## config.mk

```make
export PLATFORM = sky130hd
export DESIGN_NAME = piso_tx
export DESIGN_NICKNAME = d
export VERILOG_FILES = /design/src/rtl/piso_tx.sv
export SDC_FILE = /design/constraint.sdc
export NUM_CORES = 1
export LEC_CHECK = 0
export BUFFER_PORTS_ARGS = -buffer_cell sky130_fd_sc_hd__buf_2
export CAP_MARGIN = 20
export CORE_AREA = 3 3 40 42
export DETAILED_ROUTE_END_ITERATION = 10
export DIE_AREA = 0 0 43 45
export GPL_TIMING_DRIVEN = 0
export SETUP_SLACK_MARGIN = 0.02
export SLEW_MARGIN = 20
export SYNTH_ARGS = -nofsm -noshare
export SYNTH_HDL_FRONTEND = slang
export SYNTH_SLANG_ARGS = --single-unit
```

## constraint.sdc

```tcl
create_clock -name clk -period 1.4 [get_ports clk]
set_input_delay 0.35 -clock clk [delete_from_list [all_inputs] [get_ports clk]]
set_output_delay 0.35 -clock clk [all_outputs]
set_load 0.02 [all_outputs]
```

## src/rtl/piso_tx.sv

```systemverilog
// piso_tx: parallel-in serial-out transmitter with ready/load handshake and gapless word streaming
module piso_tx #(
    parameter int WIDTH     = 4,
    parameter bit MSB_FIRST = 1'b1
) (
    input  logic             clk,
    input  logic             rst,
    input  logic [WIDTH-1:0] din,
    input  logic             load,
    output logic             ready,
    output logic             out,
    output logic             valid,
    output logic             last
);
    localparam int CW = (WIDTH > 1) ? $clog2(WIDTH) : 1;
    localparam logic [CW-1:0] CNT_MAX = CW'(WIDTH - 1);

    typedef enum logic {IDLE, SHIFT} state_t;

    state_t           r_state, w_state_nx;
    logic [WIDTH-1:0] r_shreg, w_shreg_nx, w_shifted;
    logic [CW-1:0]    r_cnt, w_cnt_nx;
    logic             w_last_bit, w_accept;

    // outputs and handshake decoded purely from registers
    always_comb begin
        w_last_bit = (r_state == SHIFT) && (r_cnt == CNT_MAX);
        ready      = (r_state == IDLE) || w_last_bit;
        valid      = (r_state == SHIFT);
        last       = w_last_bit;
        out        = valid && (MSB_FIRST ? r_shreg[WIDTH-1] : r_shreg[0]);
        w_shifted  = MSB_FIRST ? {r_shreg[WIDTH-2:0], 1'b0} : {1'b0, r_shreg[WIDTH-1:1]};
        w_accept   = load && ready;
    end

    // next state: accept reloads, otherwise shift; the last bit without accept returns to IDLE
    always_comb begin
        w_state_nx = r_state;
        w_shreg_nx = r_shreg;
        w_cnt_nx   = r_cnt;
        if (w_accept) begin
            w_state_nx = SHIFT;
            w_shreg_nx = din;
            w_cnt_nx   = '0;
        end else if (r_state == SHIFT) begin
            w_shreg_nx = w_shifted;
            w_cnt_nx   = w_last_bit ? '0 : r_cnt + 1'b1;
            w_state_nx = w_last_bit ? IDLE : SHIFT;
        end
    end

    // state registers; reset aborts any word in flight and outranks load
    always_ff @(posedge clk) begin
        if (rst) begin
            r_state <= IDLE;
            r_shreg <= '0;
            r_cnt   <= '0;
        end else begin
            r_state <= w_state_nx;
            r_shreg <= w_shreg_nx;
            r_cnt   <= w_cnt_nx;
        end
    end
endmodule

```

==> impl_metrics.csv, run 1 <==
group,metric,value,unit
synth,synth-seq-cells,7,
clocking,clk_latency,250,ps
placement,numPortBuffers,10,
sta,rsz0062_at_grt,"true",
placement,hpwlAfterDp,576,um
power,ir_worst_vdd,501,uV
synth,syn_nets,50,
worst_setup_path,cp.arrival,1020,ps
routing,avgRoutedWirePerCell,12.0,um
sta,max_freq,729,MHz
sta,timing.hold.ws,345,ps
worst_setup_path,crit_buf_inv,1,
placement,place_area,432,um2
routing,ant_nets,0,
synth,synth_most_common_cell,"dfxtp_1",
floorplanning,fp.dieW,43,um
synth,async_reset_ff_frac,0,
cells_and_area,final_cell_area,552,um2
worst_setup_path,startpoint_type,"flop",
synth,synth.area.top_cells,"dfxtp_1, a31oi_1, o221a_2, nor2_1, a21oi_1",
synth,synth_edf_count,0,
clocking,clockBufferDepth,2,
floorplanning,io_pins,11,
global_route,antenna_found_initial,0,
worst_setup_path,required,1050,ps
synth,synth_area_leader_cell,"dfxtp_1",
routing,via_count,375,
routing,drtIter0Drc,7,
global_route,groute.usage.overall,0.105,
worst_setup_path,path_cells,"ha_4 > and2_4 > buf_6",
clocking,clock_sinks,7,
sta,max_slew_margin,0.885,
clocking,htree_num_levels,1,
cells_and_area,layout-drive-gt1-share,0.508,
worst_setup_path,cp_slowest_cell,"dfxtp_2",
cells_and_area,register_area,146,um2
job,cap_violations,0,
synth,avgSynthCellArea,8.64,um2
synth,yosysUniqueCellTypes,21,
global_route,first_global_vias,368,
worst_setup_path,worstSetupPathType,"flop to output pin",
routing,route.detailed.drc,0,
floorplanning,rows,13,
sta,timing.final.crit_period,1370,ps
run_status,run_status,"completed",
worst_hold_path,hold_class,"primary input to flop",
global_route,grt_pass1_wl,1.45,mm
sta,period_share,0.980,
routing,viasPerCell,4.93,
global_route,grt_max_degree,11,
clocking,cts_hold_buf,0,
routing,finalWirelength,910,um
worst_setup_path,endpoint_kind,"output pin",
synth,ys_seq_area_frac,0.386,
worst_setup_path,crit_path_max_fanout,4,
floorplanning,core,1280,um2
routing,firstDrtPassIters,5,
worst_setup_path,cp_top_family,"flip-flops",
sta,worst_pin_slew,171,ps
synth,netlist_top_cells_count,"dfxtp_1, nor2_1, a31oi_1, inv_1, a21oi_1",
cells_and_area,num_antenna_cells,0,
placement,gp_congestion,0.688,
floorplanning,start_util,0.282,
sta,slew_violations,0,
synth,netlist.area_leader.share,0.386,
synth,netlist_instances,42,
cells_and_area,multi_input_area,216,um2
synth,yosys_most_used_dff,"dfxtp_1",
cells_and_area,num-fill-cells,139,
worst_setup_path,critPathMaxStageDelay,330,ps
clocking,cts_tree,"done",
cells_and_area,area_growth,52.1,%
floorplanning,dieArea,1940,um2
floorplanning,die_h,45,um
sta,skew,4.32,ps
sta,fin_setup_tns,0,ps
clocking,clockRootBuffer,"clkbuf_4",
synth,syn_area,363,um2
sta,hold_violations,0,
power,leakage,0.255,nW
global_route,grt_remaining_overflow,0,
clocking,cts_buffers,3,
synth,synth.yosys.warnings,0,
cells_and_area,nNetsFinal,70,
clocking,cts.clk_slew.worst_paths,50,ps
power,power_density,932,nW/um2
sta,setup_viol,0,
worst paths after layout:
path	cells past startpoint	to	slack, ps	from
worst max-delay path	3	last	30	r_cnt[0]$_SDFFE_PP0P_
worst min-delay path	2	valid$_SDFF_PP0_	340	rst
worst max register to register	6	r_shreg[3]$_SDFFE_PP0P_	70	r_cnt[0]$_SDFFE_PP0P_
worst min register to register	1	r_shreg[2]$_SDFFE_PP0P_	540	r_shreg[1]$_SDFFE_PP0P_
placed cells by master (no fill, tap or decap), drive strengths merged:
master | Yosys | routed
buf | 2 | 17
dfxtp | 7 | 7
nor2 | 6 | 6
a31oi | 4 | 4
inv | 4 | 4
a21oi | 4 | 4
clkbuf | 0 | 4
o221a | 3 | 3
and2 | 2 | 2
nand2 | 2 | 2
nand2b | 1 | 1
nor3b | 1 | 1
mux2i | 1 | 1
nand3 | 1 | 1
o21a | 1 | 1
nor2b | 1 | 1
a2bb2oi | 1 | 1
ha | 1 | 1
layer usage:
| metal | part of all wire | vias up | GRT usage |
|---|---|---|---|
| li1 | - | 187 | - |
| met1 | 0.38 | 175 | 0.104 |
| met2 | 0.54 | 13 | 0.186 |
| met3 | 0.084 | 0 | 0.0717 |
| met4 | 0 | 0 | 0.0181 |
| met5 | 0 | - | 0 |
cells by family (layout without fill, tap and decap cells):
family / Yosys count / after routing / synth area share
buffers and inverters: 6 / 25 / 0.0862
muxes: 1 / 1 / 0.0276
and+or+nand+nor: 14 / 14 / 0.193
adders and majority gates: 1 / 1 / 0.0345
DFF: 7 / 7 / 0.386
AOI/OAI and AO/OA: 13 / 13 / 0.272
state kept, by name (all words and copies together), names as in the netlist:
| signal | count |
|---|---|
| r_cnt | 2 |
| valid | 1 |
| r_shreg | 4 |
report_power, final:
group	internal, mW	switching, mW
Clock	0.109	0.0747
Sequential	0.214	0.0108
Combinational	0.0563	0.0495
repair_timing:
action / 4_1_cts / 5_1_grt
setup buffers: 3 / 2
gates resized for setup: 15 / 2
endpoints found under the setup margin: 3 / 3
pin swaps: 1 / 1
metrics by stage:
| stage | instances | util | setup WS [ps] | total power [mW] |
|---|---|---|---|---|
| 2_1_floorplan | 42 | - | 156 | 0.282 |
| 3_3_place_gp | 67 | 0.336 | 69.0 | 0.308 |
| 3_5_place_dp | 67 | 0.336 | 55.5 | 0.310 |
| 4_1_cts | 74 | 0.413 | 18.7 | 0.514 |
| 5_1_grt | 76 | 0.429 | 1.34 | 0.546 |
| 6_report | 76 | 0.429 | 27.8 | 0.514 |
layout make-up:
class                      instances  share of cell area
timing repair buffer              15               0.193
buffer                             2              0.0408
clock buffer                       4              0.0476
inverter                           4              0.0272
multi-input combinational         29               0.392
tap                               15              0.0340
sequential                         7               0.265
worst reg2reg max path: cells and delay by family, from the launching register on:
kind            cells  cell delay (ps)
flops               1              330
compound gates      1              280
buf+inv             2              270
simple gates        2              180
fa+ha+maj           1              170
(Power assumes the default switching activity.)
==> run 2, diff against run 1 <==
- CORE_AREA: 3 3 40 42 -> 4 4 41 43
- DIE_AREA: 0 0 43 45 -> 0 0 45 47
==> impl_metrics.csv, run 2 (same netlist as run 1, synthesis figures left out) <==
group,metric,value,unit
power,power_density,955,nW/um2
placement,placedCellCount,67,
clocking,clk_latency,250,ps
routing,drtIter0Drc,2,
worst_hold_path,whs_path_depth,2,
cells_and_area,num-fill-cells,134,
worst_setup_path,endpoint_kind,"output pin",
worst_setup_path,worstSetupPathType,"flop to output pin",
worst_setup_path,r2r_end,"r_shreg[3]$_SDFFE_PP0P_",
global_route,first_global_vias,310,
sta,skew,0.235,ps
global_route,grt_max_degree,11,
power,p_comb_frac,0.202,
power,ir_worst_vdd,501,uV
floorplanning,core,1300,um2
worst_hold_path,hold_class,"primary input to flop",
floorplanning,die_h,47,um
cells_and_area,register_area,144,um2
worst_setup_path,reg2reg_depth,5,
sta,setup_viol,0,
cells_and_area,mostFrequentLayoutCells,"buf_2, buf_6, nor2_1",
sta,rsz0062_at_grt,"true",
floorplanning,io_pins,11,
power,clkPwrFrac,0.363,
placement,place_area,432,um2
worst_setup_path,cp.arrival,1020,ps
placement,hpwlAfterDp,544,um
cells_and_area,largest_register,"r_shreg",
sta,hold_violations,0,
worst_setup_path,ff2ff_setup_slack,200,ps
power,design_power_total,0.515,mW
cells_and_area,layout-drive-gt1-share,0.483,
cells_and_area,area_growth,48.6,%
run_status,run_status,"completed",
power,leakage,0.247,nW
worst_hold_path,min_to,"valid$_SDFF_PP0_",
clocking,cts_tree,"done",
sta,period_share,0.980,
power,switchingPower,0.136,mW
floorplanning,fp.dieW,45,um
cells_and_area,final_cell_area,539,um2
sta,fin_setup_tns,0,ps
routing,ant_nets,0,
placement,preCtsSetupSlack,85.2,ps
floorplanning,start_util,0.279,
global_route,grt_remaining_overflow,0,
sta,max_freq,729,MHz
worst_setup_path,crit_path_max_fanout,3,
cells_and_area,final_common_cell,"buf_2",
worst_setup_path,cp_slowest_cell,"dfxtp_2",
worst_hold_path,hp-start,"rst",
cells_and_area,largest_reg_flops,4,
power,p_int,0.379,mW
floorplanning,rows,13,
global_route,antenna_found_initial,0,
worst_setup_path,critPathMaxStageDelay,330,ps
clocking,clockRootBuffer,"clkbuf_4",
worst_setup_path,path_cells,"ha_4 > and2_4 > buf_6",
floorplanning,dieArea,2120,um2
sta,worst_pin_slew,198,ps
cells_and_area,nNetsFinal,69,
clocking,cts_buffers,3,
sta,timing.final.crit_period,1370,ps
clocking,htree_num_levels,1,
power,swShare,0.265,
clocking,cts.clk_slew.worst_paths,50,ps
cells_and_area,multi_input_area,214,um2
worst_setup_path,r2r_start,"r_cnt[0]$_SDFFE_PP0P_",
clocking,clockBufferDepth,2,
worst_setup_path,required,1050,ps
sta,max_slew_margin,0.868,
job,cap_violations,0,
sta,layout_setup_ws,27.8,ps
cells_and_area,utilization,0.414,
cells_and_area,finalNonFillerCells,75,
routing,viasPerCell,4.68,
power,sequentialPowerShare,0.435,
routing,via_count,351,
placement,gp_congestion,0.652,
placement,numPortBuffers,10,
global_route,groute.usage.overall,0.0825,
routing,avgRoutedWirePerCell,11.3,um
sta,timing.hold.ws,356,ps
cells_and_area,num_antenna_cells,0,
sta,slew_violations,0,
worst_setup_path,startpoint_type,"flop",
clocking,clock_sinks,7,
routing,firstDrtPassIters,4,
routing,finalWirelength,845,um
global_route,grt_pass1_wl,1.25,mm
routing,route.detailed.drc,0,
run 2: cell types whose count changed in the layout (fill, tap and decap cells not counted):
cell | before | now
and2_1 | 0 | 1
and2_4 | 2 | 1
buf_4 | 5 | 4
dfxtp_2 | 2 | 3
dfxtp_4 | 1 | 0
run 2: how the worst max path moves through the flow:
stage / start / end / slack, ps / cells after the start
after global routing: r_cnt[0]$_SDFFE_PP0P_ / last / -0.03 / 3
after global placement: r_cnt[0]$_SDFFE_PP0P_ / ready / 80 / 3
after CTS: r_cnt[1]$_SDFFE_PP0P_ / ready / 20 / 3
after detailed placement: r_cnt[0]$_SDFFE_PP0P_ / ready / 90 / 3
final: r_cnt[0]$_SDFFE_PP0P_ / last / 30 / 3
after floorplan: valid$_SDFF_PP0_ / out / 160 / 2
run 2: layer usage:
layer / global-route usage / share of wire / wire (um) / vias up
met2: 0.113 / 0.48 / 406 / 8
met5: 0 / 0 / 0 / -
met3: 0.0230 / 0.044 / 37 / 2
met1: 0.113 / 0.46 / 392 / 156
li1: - / - / - / 185
met4: 0.0526 / 0.012 / 10 / 0
run 2: final cells by class:
| cell class | count | share of cell area |
|---|---|---|
| buffer | 2 | 0.0418 |
| inverter | 4 | 0.0278 |
| timing repair buffer | 14 | 0.183 |
| clock buffer | 4 | 0.0487 |
| tap | 15 | 0.0348 |
| multi-input combinational | 29 | 0.397 |
| sequential | 7 | 0.267 |
run 2: power by group through the flow:
stage / combinational [mW] / sequential (mW) / clock [mW]
floorplan: 0.0549 / 0.227 / 0
global placement: 0.0818 / 0.226 / 0
detailed placement: 0.0831 / 0.226 / 0
CTS: 0.0988 / 0.224 / 0.186
global route: 0.115 / 0.226 / 0.194
finish: 0.104 / 0.224 / 0.187
run 2: what timing repair did:
action / 4_1_cts / 5_1_grt
setup endpoints to repair: 3 / 3
resized for setup: 12 / 3
setup buffers: 3 / 1
hold buffers: 0 / 0
pin swaps: 1 / 1
run 2: worst max-delay path: cells and delay by family (launching register included):
kind                       cells  cell delay, ps
DFF                            1             330
buffers and inverters          1             120
adders and majority gates      1             160
and+or+nand+nor                1             160
